## src/rtl/hazard_tracker.sv

```systemverilog
// ---------------------------------------------------------------------------
// hazard_tracker
// Stall and forwarding unit for the five-stage MIPS pipeline. It carries each
// instruction's destination register and remaining result latency (Tnew)
// through E, M and W. From that state and the D-stage operand usage (Tuse) it
// derives the pipeline stall/clear controls and every forwarding-mux select.
// It also owns the mult/div busy counter that blocks HI/LO accesses.
//
// Parameters
//   MULT_CYCLES  E-stage busy cycles after mult/multu leaves E
//   DIV_CYCLES   E-stage busy cycles after div/divu leaves E
// Ports
//   clk, reset            clock, synchronous active-high reset
//   A1_D, A2_D, A3_D      D-stage rs / rt / destination register numbers
//   Tuse_rs, Tuse_rt      cycles until D-stage use of rs / rt (3 = unused)
//   Res                   result class: 0 none, 1 ALU, 2 DM, 3 PC+8
//   md_start_D, md_div_D  D-stage mult/div start, and div flavour
//   md_use_D              D-stage instruction touches the mult/div unit
//   flush                 exception/eret flush, kills the E and M entries
//   stall, en_PC, en_D    D-stage hold controls
//   clr_E                 bubble insert into E
//   fwd_rs_D, fwd_rt_D    D-stage selects: 0 GRF, 1 E PC+8, 2 M, 3 W
//   fwd_rs_E, fwd_rt_E    E-stage selects: 0 E register, 2 M, 3 W
//   fwd_rt_M              M-stage write-data select: 0 M register, 1 W
// ---------------------------------------------------------------------------
module hazard_tracker #(
    parameter int MULT_CYCLES = 5,
    parameter int DIV_CYCLES  = 10
) (
    input  logic       clk,
    input  logic       reset,
    input  logic [4:0] A1_D,
    input  logic [4:0] A2_D,
    input  logic [4:0] A3_D,
    input  logic [1:0] Tuse_rs,
    input  logic [1:0] Tuse_rt,
    input  logic [1:0] Res,
    input  logic       md_start_D,
    input  logic       md_div_D,
    input  logic       md_use_D,
    input  logic       flush,
    output logic       stall,
    output logic       en_PC,
    output logic       en_D,
    output logic       clr_E,
    output logic [1:0] fwd_rs_D,
    output logic [1:0] fwd_rt_D,
    output logic [1:0] fwd_rs_E,
    output logic [1:0] fwd_rt_E,
    output logic       fwd_rt_M
);

    localparam int MD_MAX = (MULT_CYCLES > DIV_CYCLES) ? MULT_CYCLES : DIV_CYCLES;
    localparam int CNT_W  = $clog2(MD_MAX + 1);

    localparam logic [1:0] RES_NW  = 2'd0;
    localparam logic [1:0] RES_ALU = 2'd1;
    localparam logic [1:0] RES_DM  = 2'd2;
    localparam logic [1:0] RES_PC  = 2'd3;

    localparam logic [CNT_W-1:0] MULT_LOAD = CNT_W'(MULT_CYCLES);
    localparam logic [CNT_W-1:0] DIV_LOAD  = CNT_W'(DIV_CYCLES);

    // Pipeline tracking state
    logic [4:0]       a1_e_r;
    logic [4:0]       a2_e_r;
    logic [4:0]       a3_e_r;
    logic [1:0]       tnew_e_r;
    logic             md_start_e_r;
    logic             md_div_e_r;
    logic [4:0]       a2_m_r;
    logic [4:0]       a3_m_r;
    logic [1:0]       tnew_m_r;
    logic [4:0]       a3_w_r;
    logic [CNT_W-1:0] md_cnt_r;

    // Derived combinational signals
    logic [4:0] a3_in_s;
    logic [1:0] tnew_in_s;
    logic       stall_rs_s;
    logic       stall_rt_s;
    logic       md_stall_s;
    logic       stall_s;
    logic       clr_e_s;

    // A source register stalls D when a still-in-flight producer in E or M
    // will not have its result before the D instruction needs it.
    function automatic logic reg_stall(
        input logic [4:0] a,
        input logic [1:0] tuse,
        input logic [4:0] a3_e,
        input logic [1:0] tnew_e,
        input logic [4:0] a3_m,
        input logic [1:0] tnew_m
    );
        logic hit_e;
        logic hit_m;
        hit_e = (a == a3_e) && (tuse < tnew_e);
        hit_m = (a == a3_m) && (tuse < tnew_m);
        return (a != 5'd0) && (tuse != 2'd3) && (hit_e || hit_m);
    endfunction

    // D-stage select, nearest ready producer first; E only supplies PC+8.
    function automatic logic [1:0] fwd_d_sel(
        input logic [4:0] a,
        input logic [4:0] a3_e,
        input logic [1:0] tnew_e,
        input logic [4:0] a3_m,
        input logic [1:0] tnew_m,
        input logic [4:0] a3_w
    );
        logic [1:0] sel;
        sel = 2'd0;
        if (a == 5'd0) begin
            sel = 2'd0;
        end else if ((a == a3_e) && (tnew_e == 2'd0)) begin
            sel = 2'd1;
        end else if ((a == a3_m) && (tnew_m == 2'd0)) begin
            sel = 2'd2;
        end else if (a == a3_w) begin
            sel = 2'd3;
        end else begin
            sel = 2'd0;
        end
        return sel;
    endfunction

    // E-stage select: M when its result is ready, then W.
    function automatic logic [1:0] fwd_e_sel(
        input logic [4:0] a,
        input logic [4:0] a3_m,
        input logic [1:0] tnew_m,
        input logic [4:0] a3_w
    );
        logic [1:0] sel;
        sel = 2'd0;
        if (a == 5'd0) begin
            sel = 2'd0;
        end else if ((a == a3_m) && (tnew_m == 2'd0)) begin
            sel = 2'd2;
        end else if (a == a3_w) begin
            sel = 2'd3;
        end else begin
            sel = 2'd0;
        end
        return sel;
    endfunction

    // Normalise the incoming entry: non-writing results carry no destination.
    always_comb begin
        a3_in_s   = A3_D;
        tnew_in_s = 2'd0;
        if (Res == RES_NW) begin
            a3_in_s = 5'd0;
        end else begin
            a3_in_s = A3_D;
        end
        case (Res)
            RES_NW:  tnew_in_s = 2'd0;
            RES_ALU: tnew_in_s = 2'd1;
            RES_DM:  tnew_in_s = 2'd2;
            RES_PC:  tnew_in_s = 2'd0;
            default: tnew_in_s = 2'd0;
        endcase
    end

    // Stall and forwarding decode from D inputs and tracked state.
    always_comb begin
        stall_rs_s = reg_stall(A1_D, Tuse_rs, a3_e_r, tnew_e_r, a3_m_r, tnew_m_r);
        stall_rt_s = reg_stall(A2_D, Tuse_rt, a3_e_r, tnew_e_r, a3_m_r, tnew_m_r);
        // HI/LO users wait for the unit to drain, including an op still in E.
        md_stall_s = md_use_D && ((md_cnt_r != {CNT_W{1'b0}}) || md_start_e_r);
        stall_s    = stall_rs_s || stall_rt_s || md_stall_s;
        clr_e_s    = stall_s || flush;

        fwd_rs_D = fwd_d_sel(A1_D, a3_e_r, tnew_e_r, a3_m_r, tnew_m_r, a3_w_r);
        fwd_rt_D = fwd_d_sel(A2_D, a3_e_r, tnew_e_r, a3_m_r, tnew_m_r, a3_w_r);
        fwd_rs_E = fwd_e_sel(a1_e_r, a3_m_r, tnew_m_r, a3_w_r);
        fwd_rt_E = fwd_e_sel(a2_e_r, a3_m_r, tnew_m_r, a3_w_r);
        fwd_rt_M = (a2_m_r != 5'd0) && (a2_m_r == a3_w_r);

        stall = stall_s;
        en_PC = ~stall_s;
        en_D  = ~stall_s;
        clr_E = clr_e_s;
    end

    // Advance the E/M/W tracking entries and the mult/div busy counter.
    always_ff @(posedge clk) begin
        if (reset) begin
            a1_e_r       <= 5'd0;
            a2_e_r       <= 5'd0;
            a3_e_r       <= 5'd0;
            tnew_e_r     <= 2'd0;
            md_start_e_r <= 1'b0;
            md_div_e_r   <= 1'b0;
            a2_m_r       <= 5'd0;
            a3_m_r       <= 5'd0;
            tnew_m_r     <= 2'd0;
            a3_w_r       <= 5'd0;
            md_cnt_r     <= {CNT_W{1'b0}};
        end else begin
            if (clr_e_s) begin
                a1_e_r       <= 5'd0;
                a2_e_r       <= 5'd0;
                a3_e_r       <= 5'd0;
                tnew_e_r     <= 2'd0;
                md_start_e_r <= 1'b0;
                md_div_e_r   <= 1'b0;
            end else begin
                a1_e_r       <= A1_D;
                a2_e_r       <= A2_D;
                a3_e_r       <= a3_in_s;
                tnew_e_r     <= tnew_in_s;
                md_start_e_r <= md_start_D;
                md_div_e_r   <= md_div_D;
            end

            if (flush) begin
                a2_m_r   <= 5'd0;
                a3_m_r   <= 5'd0;
                tnew_m_r <= 2'd0;
            end else begin
                a2_m_r   <= a2_e_r;
                a3_m_r   <= a3_e_r;
                tnew_m_r <= (tnew_e_r == 2'd0) ? 2'd0 : (tnew_e_r - 2'd1);
            end

            a3_w_r <= a3_m_r;

            // The counter tracks the op that actually left E, even on flush.
            if (md_start_e_r) begin
                md_cnt_r <= md_div_e_r ? DIV_LOAD : MULT_LOAD;
            end else if (md_cnt_r != {CNT_W{1'b0}}) begin
                md_cnt_r <= md_cnt_r - {{(CNT_W-1){1'b0}}, 1'b1};
            end else begin
                md_cnt_r <= {CNT_W{1'b0}};
            end
        end
    end

endmodule
```

## config.mk

```make
export PLATFORM = sky130hd
export DESIGN_NAME = hazard_tracker
export DESIGN_NICKNAME = d
export VERILOG_FILES = /design/src/rtl/hazard_tracker.sv
export SDC_FILE = /design/constraint.sdc
export NUM_CORES = 1
export LEC_CHECK = 0
export ABC_CLOCK_PERIOD_IN_PS = 5800
export CAP_MARGIN = 40
export CORE_MARGIN = 1
export CORE_UTILIZATION = 25
export CTS_CLUSTER_SIZE = 24
export DETAILED_ROUTE_END_ITERATION = 7
export PLACE_DENSITY_LB_ADDON = 0.15
export SYNTH_ARGS = -nofsm -noshare
export SYNTH_HDL_FRONTEND = slang
export SYNTH_SLANG_ARGS = --single-unit
```

## constraint.sdc

```tcl
create_clock -name clk -period 5.8 [get_ports clk]
set_input_delay 1.74 -clock clk [delete_from_list [all_inputs] [get_ports clk]]
set_output_delay 1.74 -clock clk [all_outputs]
set_load 0.02 [all_outputs]
```

==> run summary, run 1 <==
Cell Pwr Density - 221 mW/mm^2
Worst R2R End - a2_e_r[2]$_SDFF_PP0_
YS warnings - 0
Post-Route WL - 6.11 mm
hold depth - 1
cts hold-fix bufs - 0
Leak - 1.22 nW
Routed Antenna Nets - 0
post-synthesis mux area share - 0
io pins - 40
status - finished, final reports clean
initial antenna violation count - 0
number of diodes - 0
syn_area_per_cell - 8.62 sq um
Hold Crit Class - flip-flop to flip-flop
DR iter-0 viols - 76
first-pass GRT wire length - 9.74 mm
most frequent cells in the layout - 40 x dfxtp_1, 35 x clkdlybuf4s50_1, 34 x xor2_1
Worst-Skew Late Latency - 0.30 ns
final period utilization - 0.964
FF-to-FF setup slack - 3.93 ns
layer with the highest usage - met2
pin count of the biggest net entering global routing - 26
CP endpoint kind - output pin
worst setup path class - input pin to output pin
placed cell area - 0.00284 sq mm
Starting Density - 0.260
post-synth cell types - 36
Overflow after GRT - 0
Final Max Tran Viols - 0
total die area - 0.00948 sq mm
Yosys reg bits - 40
R2R cell count - 6
Post-Synthesis Cells - 264
# rows - 34
clk root buf - clkbuf_8
post-synthesis sequential area ratio - 0.352
# DRC - 0
fmax - 0.179 GHz
CTS sink count - 40
final worst path period need - 5.59 ns
Final Setup Violations - 0
Layout Skew - 0.00619 ns
adder-cell share of the synthesized area - 0.0275
dpl hpwl - 4.61 mm
Design Area, Final - 0.00298 sq mm
layout cells sized above 1 - 0.114
Tot Pwr - 0.000658 W
Vias/cell - 4.63
Worst-Margin Slew - 0.533 ns
drt first pass iters - 4
Vias - 1923
min-delay src - tnew_e_r[0]$_SDFF_PP0_
Crit Path Max Fanout - 5
combinational family with the most area after synthesis - simple AND/OR/NAND/NOR gates
met2 GRT Util - 0.218
worst hold endpoint - tnew_m_r[0]$_SDFF_PP0_
worst r2r src - a3_m_r[1]$_SDFF_PP0_
Synth Area in Compound Gates - 0.0721
DR WL/cell - 14.7 um
CTS H-tree lvls - 2
# nets final - 338
WP data arrival - 3.85 ns
simple-gate share of the synthesized area - 0.292
fill count - 903
Setup Fix Bufs, Post-CTS - 0
M1 GR Usage - 0.170
vias in the first global route - 1951
worst vdd ir - 0.0966 mV
IO buf count - 39
Die Width - 97.4 um
Mapped Nets - 296
Hold Vio Cnt, Final - 0
RePlAce Congestion - 0.771
Core Footprint - 0.00876 sq mm
xor and xnor fraction of the mapped netlist area - 0.208
CTS buffer count - 5
commonest non-fill, non-tap cell in the layout - dfxtp_1
CP Data Required Time - 4.06 ns
Post-Syn Area - 0.00227 sq mm
Max Cap Viol - 0
crit start category - input pin
CTS tree - yes
Die H - 97.4 um
met3 usage - 0.0259
GRT Overall Usage - 0.131
Area Overhead vs Synth - 31.1%
Clock transition at path regs - 0.08 ns
Rel. slew slack - 0.644
CTS resizes - 3
RSZ-0062 raised after global routing - no
CTS Buffer Depth - 2
sequential cells by signal (all words and copies together) (netlist names):
name,count
a2_m_r,5
a2_e_r,5
a1_e_r,5
tnew_e_r,2
md_cnt_r,4
tnew_m_r,2
md_div_e_r,1
a3_w_r,5
md_start_e_r,1
a3_m_r,5
a3_e_r,5
synth_stat cells:
library cell	n	area share
o21ai_1	1	0.0022
o21a_1	1	0.0033
inv_1	4	0.0066
ha_1	5	0.028
or4_1	4	0.013
clkbuf_1	14	0.023
nand4_1	1	0.0028
buf_2	7	0.015
and3_1	2	0.0055
nor2_1	9	0.015
nand4b_1	2	0.0077
nor3_1	30	0.066
nand4bb_1	2	0.0099
a221oi_1	2	0.0077
nor4_1	5	0.014
o22a_1	2	0.0077
nor2_4	1	0.0050
o41ai_2	1	0.0072
xor2_1	34	0.13
nand2b_1	5	0.014
o21ai_0	3	0.0066
nor3b_1	3	0.0099
or4_4	1	0.0050
nor2b_1	8	0.022
nand2_1	5	0.0083
buf_4	1	0.0033
and3b_1	1	0.0039
dfxtp_1	40	0.35
a21oi_1	8	0.018
a221oi_2	2	0.013
or3_1	2	0.0055
xnor2_1	20	0.077
nand3_1	25	0.055
or2_1	1	0.0028
a211oi_1	2	0.0066
and2_1	10	0.028
worst max path at each step:
stage	depth (start not counted)	slack [ns]	endpoint	startpoint
after floorplan	6	0.63	en_PC	A2_D[4]
after global placement	7	-0.03	clr_E	A1_D[1]
after global routing	8	0.06	fwd_rt_D[0]	A2_D[1]
after detailed placement	7	-0.03	clr_E	A1_D[1]
after CTS	9	0.04	stall	A1_D[3]
final	7	0.21	clr_E	A1_D[1]
power by group:
group,internal (W),switching (W)
clock,0.000127,0.000101
combinational,0.0000702,0.0000647
sequential,0.000283,0.0000114
total,0.000481,0.000177
per-layer routing:
layer	part of all wire	up-vias	wire, um
met2	0.46	28	2800
li1	-	994	-
met3	0.032	6	195
met4	0.014	0	84
met5	0	-	0
met1	0.50	895	3020
logic make-up (layout without fill, tap and decap cells):
logic type                 Yosys count  count (layout)
and+or+nand+nor                    117             117
xor gates and xnor gates            54              54
DFF                                 40              40
buffers and inverters               26              69
AOI/OAI and AO/OA                   22              22
adders and majority gates            5               5
metrics by stage:
| stage | hold slack, ns | instances | util | setup TNS [ns] | setup WS (ns) |
|---|---|---|---|---|---|
| after floorplan | 0.397 | 264 | - | 0 | 0.633 |
| after global placement | 0.442 | 407 | 0.324 | -0.0253 | -0.0253 |
| after detailed placement | 0.439 | 407 | 0.324 | -0.0262 | -0.0262 |
| after CTS | 0.452 | 415 | 0.336 | 0 | 0.0358 |
| after global routing | 0.471 | 415 | 0.340 | 0 | 0.0571 |
| final | 0.454 | 415 | 0.340 | 0 | 0.206 |
worst max-delay path, cell delays in order:
cell and delay (ns):
clkdlybuf4s50_1 0.43, or4_4 0.55, nor2_4 0.11, a221oi_2 0.04
buf_4 0.16, or4_1 0.49, dlygate4sd2_1 0.33
layout make-up:
class	count	area (sq um)	area share
Timing Repair Buffer	57	524	0.176
Tap cell	108	135	0.0453
Multi-Input combinational cell	198	1400	0.468
Inverter	4	15.0	0.00504
Sequential cell	40	801	0.269
Clock inverter	3	42.5	0.0143
Clock buffer	5	68.8	0.0231
No activity file was read; power rests on OpenSTA's default activity.
==> run 2: changes to the inputs <==
--- a/config.mk
+++ b/config.mk
@@ -7,11 +7,12 @@
 export LEC_CHECK = 0
 export ABC_CLOCK_PERIOD_IN_PS = 5800
 export CAP_MARGIN = 40
+export CORE_ASPECT_RATIO = 1.4
 export CORE_MARGIN = 1
 export CORE_UTILIZATION = 25
 export CTS_CLUSTER_SIZE = 24
 export DETAILED_ROUTE_END_ITERATION = 7
-export PLACE_DENSITY_LB_ADDON = 0.15
+export PLACE_DENSITY = 0.52
 export SYNTH_ARGS = -nofsm -noshare
 export SYNTH_HDL_FRONTEND = slang
 export SYNTH_SLANG_ARGS = --single-unit
==> run 2 against run 1 <==
Effect of this change: register-to-register slack about the same; power is 15% higher; clock skew decreased by 0.0030 ns.
==> run summary, run 2 (same netlist as run 1, synthesis figures left out) <==
Final Setup Violations - 0 (unchanged)
first-pass GRT wire length - 10.4 mm (+6.3%)
# DRC - 0 (unchanged)
commonest non-fill, non-tap cell in the layout - dfxtp_1
CP max stage delay - 0.64 ns (+0.09 ns)
DR WL/cell - 15.1 um (+2.8%)
reported net switching power - 0.000189 W (+6.6%)
final worst path period need - 5.67 ns (+0.0790 ns)
CTS sink count - 40 (unchanged)
CTS buffer count - 5 (unchanged)
fill count - 962 (+6.5%)
Int Pwr - 0.000570 W (+18%)
Worst-Skew Late Latency - 0.28 ns (-0.02 ns)
worst setup path class - input pin to output pin
Clock transition at path regs - 0.06 ns (-0.02 ns)
post-layout util - 0.353 (+0.0124)
worst r2r src - a3_m_r[1]$_SDFF_PP0_
CTS H-tree lvls - 2 (unchanged)
CP endpoint kind - output pin
pin count of the biggest net entering global routing - 20 (-23%)
io pins - 40 (unchanged)
Post-Route WL - 6.27 mm (+2.8%)
CTS tree - yes
number of diodes - 0 (unchanged)
Sw Ratio - 0.249 (-0.0201)
Clock Power Share - 0.431 (+0.084)
DR iter-0 viols - 57 (-25%)
worst vdd ir - 0.123 mV (+27%)
Area Overhead vs Synth - 35.0%
Vias - 1988 (+3.4%)
Routed Antenna Nets - 0 (unchanged)
total negative slack - 0 ns (unchanged)
cts hold-fix bufs - 0 (unchanged)
Die H - 115 um (+18%)
layout cells sized above 1 - 0.116 (+0.00212)
Hold Vio Cnt, Final - 0 (unchanged)
# rows - 40 (+18%)
status - finished, final reports clean
Core Footprint - 0.00871 sq mm (-0.63%)
final period utilization - 0.978 (+0.0136)
sequential power share - 0.389 (-0.059)
Final Max Tran Viols - 0 (unchanged)
RSZ-0062 raised after global routing - no
vias in the first global route - 2062 (+5.7%)
total die area - 0.00949 sq mm (about the same)
Starting Density - 0.261 (+0.00164)
Leak - 1.29 nW (+5.6%)
Crit. Startpoint - A2_D[1]
Die Width - 82.6 um (-15%)
Layout Skew - 0.00323 ns (-0.00296 ns)
Setup Fix Bufs, Post-CTS - 0 (unchanged)
GRT Overall Usage - 0.149 (+0.0170)
drt first pass iters - 4 (unchanged)
IO buf count - 39 (unchanged)
CTS Buffer Depth - 2 (unchanged)
clk root buf - clkbuf_16
Vias/cell - 4.79 (+3.4%)
placed cell area - 0.00286 sq mm (+0.66%)
crit-path most repeated cell - clkdlybuf4s50_1
RePlAce Congestion - 0.821 (+6.4%)
fmax - 0.176 GHz (-1.4%)
Worst-Margin Slew - 0.764 ns (+0.231 ns)
worst-path cell chain - clkdlybuf4s50_1 -> buf_4 -> xor2_1 -> nor3_1 -> nand3_1 -> nand2b_1 -> a21oi_1 -> clkdlybuf4s50_1
WP data arrival - 3.93 ns (+0.08 ns)
CP Data Required Time - 4.06 ns (about the same)
initial antenna violation count - 0 (unchanged)
min-delay src - tnew_e_r[0]$_SDFF_PP0_
most frequent cells in the layout - 40 x dfxtp_1, 34 x xor2_1, 34 x clkdlybuf4s50_1
Max Cap Viol - 0 (unchanged)
Hold Crit Class - flip-flop to flip-flop
crit start category - input pin
Rel. slew slack - 0.489 (-0.155)
Overflow after GRT - 0 (unchanged)
Crit Path Max Fanout - 4 (-1)
# nets final - 341 (+0.89%)
crit path max-delay cell type - clkdlybuf4s50_1
dpl hpwl - 4.85 mm (+5.2%)
Cell Pwr Density - 247 mW/mm^2 (+12%)
Design Area, Final - 0.00307 sq mm (+3.0%)
Combinational Power Share - 0.180 (-0.025)
## run 2: cell count changes in the layout (fill, tap and decap cells not counted)
| cell | delta |
|---|---|
| clkbuf_16 | +5 |
| clkbuf_8 | -4 |
| buf_4 | +3 |
| nor3_1 | +2 |
| nor3_2 | -2 |
| a221oi_2 | -1 |
| a221oi_4 | +1 |
| clkdlybuf4s50_1 | -1 |
| clkinv_2 | -1 |
| clkinv_4 | +1 |
| clkinvlp_4 | -1 |
| dlymetal6s2s_1 | +1 |
## run 2: stage by stage
| step | total power [W] | std cells | setup WS [ns] | hold WS, ns |
|---|---|---|---|---|
| 3_5_place_dp | 0.000438 | 407 | -0.0811 | 0.417 |
| 5_1_grt | 0.000791 | 415 | 0.0629 | 0.454 |
| 4_1_cts | 0.000765 | 415 | 0.00710 | 0.425 |
| 2_1_floorplan | 0.000374 | 264 | 0.633 | 0.397 |
| 6_report | 0.000758 | 415 | 0.127 | 0.424 |
| 3_3_place_gp | 0.000437 | 407 | -0.0977 | 0.413 |
## run 2: layer usage
layer,track usage,share of wire,vias to the layer above
met5,0,0,-
met4,0.0506,0.020,0
met3,0.0262,0.036,11
met2,0.273,0.53,51
met1,0.168,0.42,928
li1,-,-,998
## run 2: layout make-up
cell class                      instances  area [sq um]  area share
Timing Repair Buffer                   60           549       0.179
Sequential cell                        40           801       0.261
Clock buffer                            6           139      0.0452
Clock inverter                          2          38.8      0.0126
Inverter                                4          15.0     0.00489
Tap cell                              105           131      0.0428
Multi-Input combinational cell        198          1400       0.455
## run 2: worst paths after layout
| path | end | slack, ns | cells past startpoint |
|---|---|---|---|
| worst max-delay path | fwd_rt_D[0] | 0.13 | 8 |
| worst min-delay path | tnew_m_r[0]$_SDFF_PP0_ | 0.42 | 1 |
| worst max register to register | a2_e_r[0]$_SDFF_PP0_ | 3.94 | 6 |
| worst min register to register | tnew_m_r[0]$_SDFF_PP0_ | 0.42 | 1 |
## run 2: power groups by stage
| stage | Combinational [W] | Sequential (W) | Clock (W) |
|---|---|---|---|
| 3_3_place_gp | 0.000136 | 0.000301 | 0 |
| 2_1_floorplan | 0.0000778 | 0.000296 | 0 |
| 3_5_place_dp | 0.000137 | 0.000301 | 0 |
| 4_1_cts | 0.000137 | 0.000295 | 0.000333 |
| 5_1_grt | 0.000149 | 0.000296 | 0.000346 |
| 6_report | 0.000136 | 0.000295 | 0.000327 |
## run 2: repair_timing
action	in CTS	in global routing
pin swaps	1	0
gates cloned	0	0
gates resized for setup	6	3
setup endpoints to repair	4	2
## run 2: critical path: cells and delay by family
kind | cells | cell delay (ns)
AOI/OAI and AO/OA | 1 | 0.21
xor gates and xnor gates | 1 | 0.15
buffers and inverters | 3 | 1.33
and+or+nand+nor | 3 | 0.51
==> run 3: changes to the inputs <==
--- a/config.mk
+++ b/config.mk
@@ -12,7 +12,8 @@
 export CORE_UTILIZATION = 25
 export CTS_CLUSTER_SIZE = 24
 export DETAILED_ROUTE_END_ITERATION = 7
-export PLACE_DENSITY = 0.52
+export GPL_ROUTABILITY_DRIVEN = 1
+export PLACE_DENSITY_LB_ADDON = 0.2
 export SYNTH_ARGS = -nofsm -noshare
 export SYNTH_HDL_FRONTEND = slang
 export SYNTH_SLANG_ARGS = --single-unit
==> run 3 against run 2 <==
Effect of this change: flip-flop and latch count is the same; wire length shrank 2.5%; non-clock buffer count shrank 2; critical path type unchanged; count of clock-buffer cells in the layout shrank 1; power shrank 1.5%; critical path depth shrank 1; critical endpoint is now fwd_rt_D[1]; sequential share of layout area is essentially flat.
==> run summary, run 3 (same netlist as run 1, synthesis figures left out) <==
RSZ-0062 raised after global routing - no
vias in the first global route - 1966 (-4.7%)
worst-path cell chain - clkdlybuf4s50_1 -> buf_4 -> xor2_1 -> nor2_1 -> nand3_1 -> a221oi_1 -> clkdlybuf4s50_1
Worst-Margin Slew - 0.544 ns (-0.219 ns)
clk root buf - clkbuf_16
pin count of the biggest net entering global routing - 23 (+15%)
IO buf count - 39 (unchanged)
Multi-input gate area - 0.00140 sq mm (+0.54%)
pre-CTS setup slack - -0.0132 ns (+0.0678 ns)
WP data arrival - 3.98 ns (+0.05 ns)
Hold Vio Cnt, Final - 0 (unchanged)
Worst Slack Setup Final - 0.0793 ns (-0.0481 ns)
placed cell area - 0.00284 sq mm (-0.79%)
dpl hpwl - 4.79 mm (-1.3%)
Cell Pwr Density - 243 mW/mm^2 (-1.5%)
Design Area, Final - 0.00307 sq mm (about the same)
CTS sink count - 40 (unchanged)
sequential standard cell area - 801 sq um (unchanged)
first-pass GRT wire length - 9.96 mm (-3.9%)
worst vdd ir - 0.100 mV (-18%)
GRT Overall Usage - 0.142 (-0.00692)
CTS H-tree lvls - 2 (unchanged)
layer with the highest usage - met2
Routed Antenna Nets - 0 (unchanged)
DR WL/cell - 14.8 um (-2.0%)
Starting Density - 0.261 (unchanged)
Worst R2R End - a2_e_r[3]$_SDFF_PP0_
final worst path period need - 5.72 ns (+0.0481 ns)
RePlAce Congestion - 0.799 (-2.7%)
# DRC - 0 (unchanged)
cts hold-fix bufs - 0 (unchanged)
DR iter-0 viols - 61 (+7.0%)
CTS tree - yes
met2 GRT Util - 0.262 (-0.0110)
Vias/cell - 4.71 (-1.6%)
status - finished, final reports clean
Overflow after GRT - 0 (unchanged)
Area Overhead vs Synth - 34.9% (about the same)
met3 usage - 0.0262 (unchanged)
CTS Buffer Depth - 2 (unchanged)
Clock transition at path regs - 0.06 ns (about the same)
initial antenna violation count - 0 (unchanged)
M1 GR Usage - 0.159 (-0.00959)
number of diodes - 0 (unchanged)
drt first pass iters - 4 (unchanged)
total negative slack - 0 ns (unchanged)
Core Footprint - 0.00871 sq mm (unchanged)
Worst-Skew Late Latency - 0.28 ns (about the same)
Leak - 1.29 nW (-0.15%)
crit start category - input pin
fill count - 942 (-2.1%)
fmax - 0.175 GHz (-0.84%)
# nets final - 339 (-0.59%)
layout cells sized above 1 - 0.117 (+0.000754)
crit path max-delay cell type - clkdlybuf4s50_1
R2R cell count - 7 (+1)
Vias - 1947 (-2.1%)
final period utilization - 0.986 (+0.00830)
Max Cap Viol - 0 (unchanged)
Layout Skew - 0.00455 ns (+0.00132 ns)
Rel. slew slack - 0.636 (+0.147)
commonest non-fill, non-tap cell in the layout - dfxtp_1
CP endpoint kind - output pin
# rows - 40 (unchanged)
io pins - 40 (unchanged)
CP Data Required Time - 4.06 ns (about the same)
worst setup path class - input pin to output pin
Post-Route WL - 6.12 mm (-2.5%)
Crit. Startpoint - A2_D[3]
CP max stage delay - 0.68 ns (+0.04 ns)
Hold Crit Class - flip-flop to flip-flop
worst r2r src - a3_m_r[1]$_SDFF_PP0_
Die Width - 82.6 um (unchanged)
crit-path most repeated cell - clkdlybuf4s50_1
Die H - 115 um (unchanged)
end of the critical path - fwd_rt_D[1]
CTS buffer count - 5 (unchanged)
Crit Path Max Fanout - 3 (-1)
most frequent cells in the layout - 40 x dfxtp_1, 34 x xor2_1, 34 x clkdlybuf4s50_1
Final Max Tran Viols - 0 (unchanged)
total die area - 0.00949 sq mm (unchanged)
FF-to-FF setup slack - 3.84 ns (-0.10 ns)
Final Setup Violations - 0 (unchanged)
-- run 3: critical path, delay by kind of cell --
family	cells	cell delay (ns)
xor+xnor	1	0.15
compound gates	1	0.42
buf+inv	3	1.36
simple gates	2	0.30
-- run 3: power breakdown --
part           switching, W  leakage, nW  internal [W]  total, W
Sequential        0.0000111        0.325      0.000284  0.000295
Combinational     0.0000657        0.886     0.0000706  0.000136
Clock              0.000111       0.0804      0.000204  0.000315
-- run 3: layout make-up --
class                   instances  area share
clock inverters                 3      0.0151
repair buffers                 58       0.178
clock buffers                   5      0.0408
inverters                       4     0.00489
well taps                     105      0.0428
flip-flops and latches         40       0.261
multi-input cells             198       0.458
-- run 3: how the worst min path moves through the flow --
stage                              to  slack [ns]              startpoint  cells past startpoint
5_1_grt        tnew_m_r[0]$_SDFF_PP0_        0.45  tnew_e_r[0]$_SDFF_PP0_                      1
6_report       tnew_m_r[0]$_SDFF_PP0_        0.43  tnew_e_r[0]$_SDFF_PP0_                      1
4_1_cts        tnew_m_r[0]$_SDFF_PP0_        0.42  tnew_e_r[0]$_SDFF_PP0_                      1
3_3_place_gp   tnew_m_r[0]$_SDFF_PP0_        0.41  tnew_e_r[0]$_SDFF_PP0_                      1
2_1_floorplan  tnew_m_r[0]$_SDFF_PP0_        0.40  tnew_e_r[0]$_SDFF_PP0_                      1
3_5_place_dp   tnew_m_r[0]$_SDFF_PP0_        0.41  tnew_e_r[0]$_SDFF_PP0_                      1
-- run 3: what timing repair did --
action,CTS,global route
pin swaps,0,1
setup buffers,0,1
setup endpoints to repair,4,5
gates resized for setup,3,8
-- run 3: metrics by stage --
step	hold slack (ns)	power (W)	instances	util
2_1_floorplan	0.397	0.000374	264	-
3_3_place_gp	0.414	0.000436	404	0.326
3_5_place_dp	0.412	0.000437	404	0.326
4_1_cts	0.421	0.000755	412	0.348
5_1_grt	0.450	0.000779	413	0.352
6_report	0.428	0.000746	413	0.352
-- run 3: metal layers --
layer	wire, um	share of wire	vias up
met5	0	0	-
met4	108	0.018	0
met3	215	0.035	8
met2	3210	0.53	41
met1	2580	0.42	904
li1	-	-	994
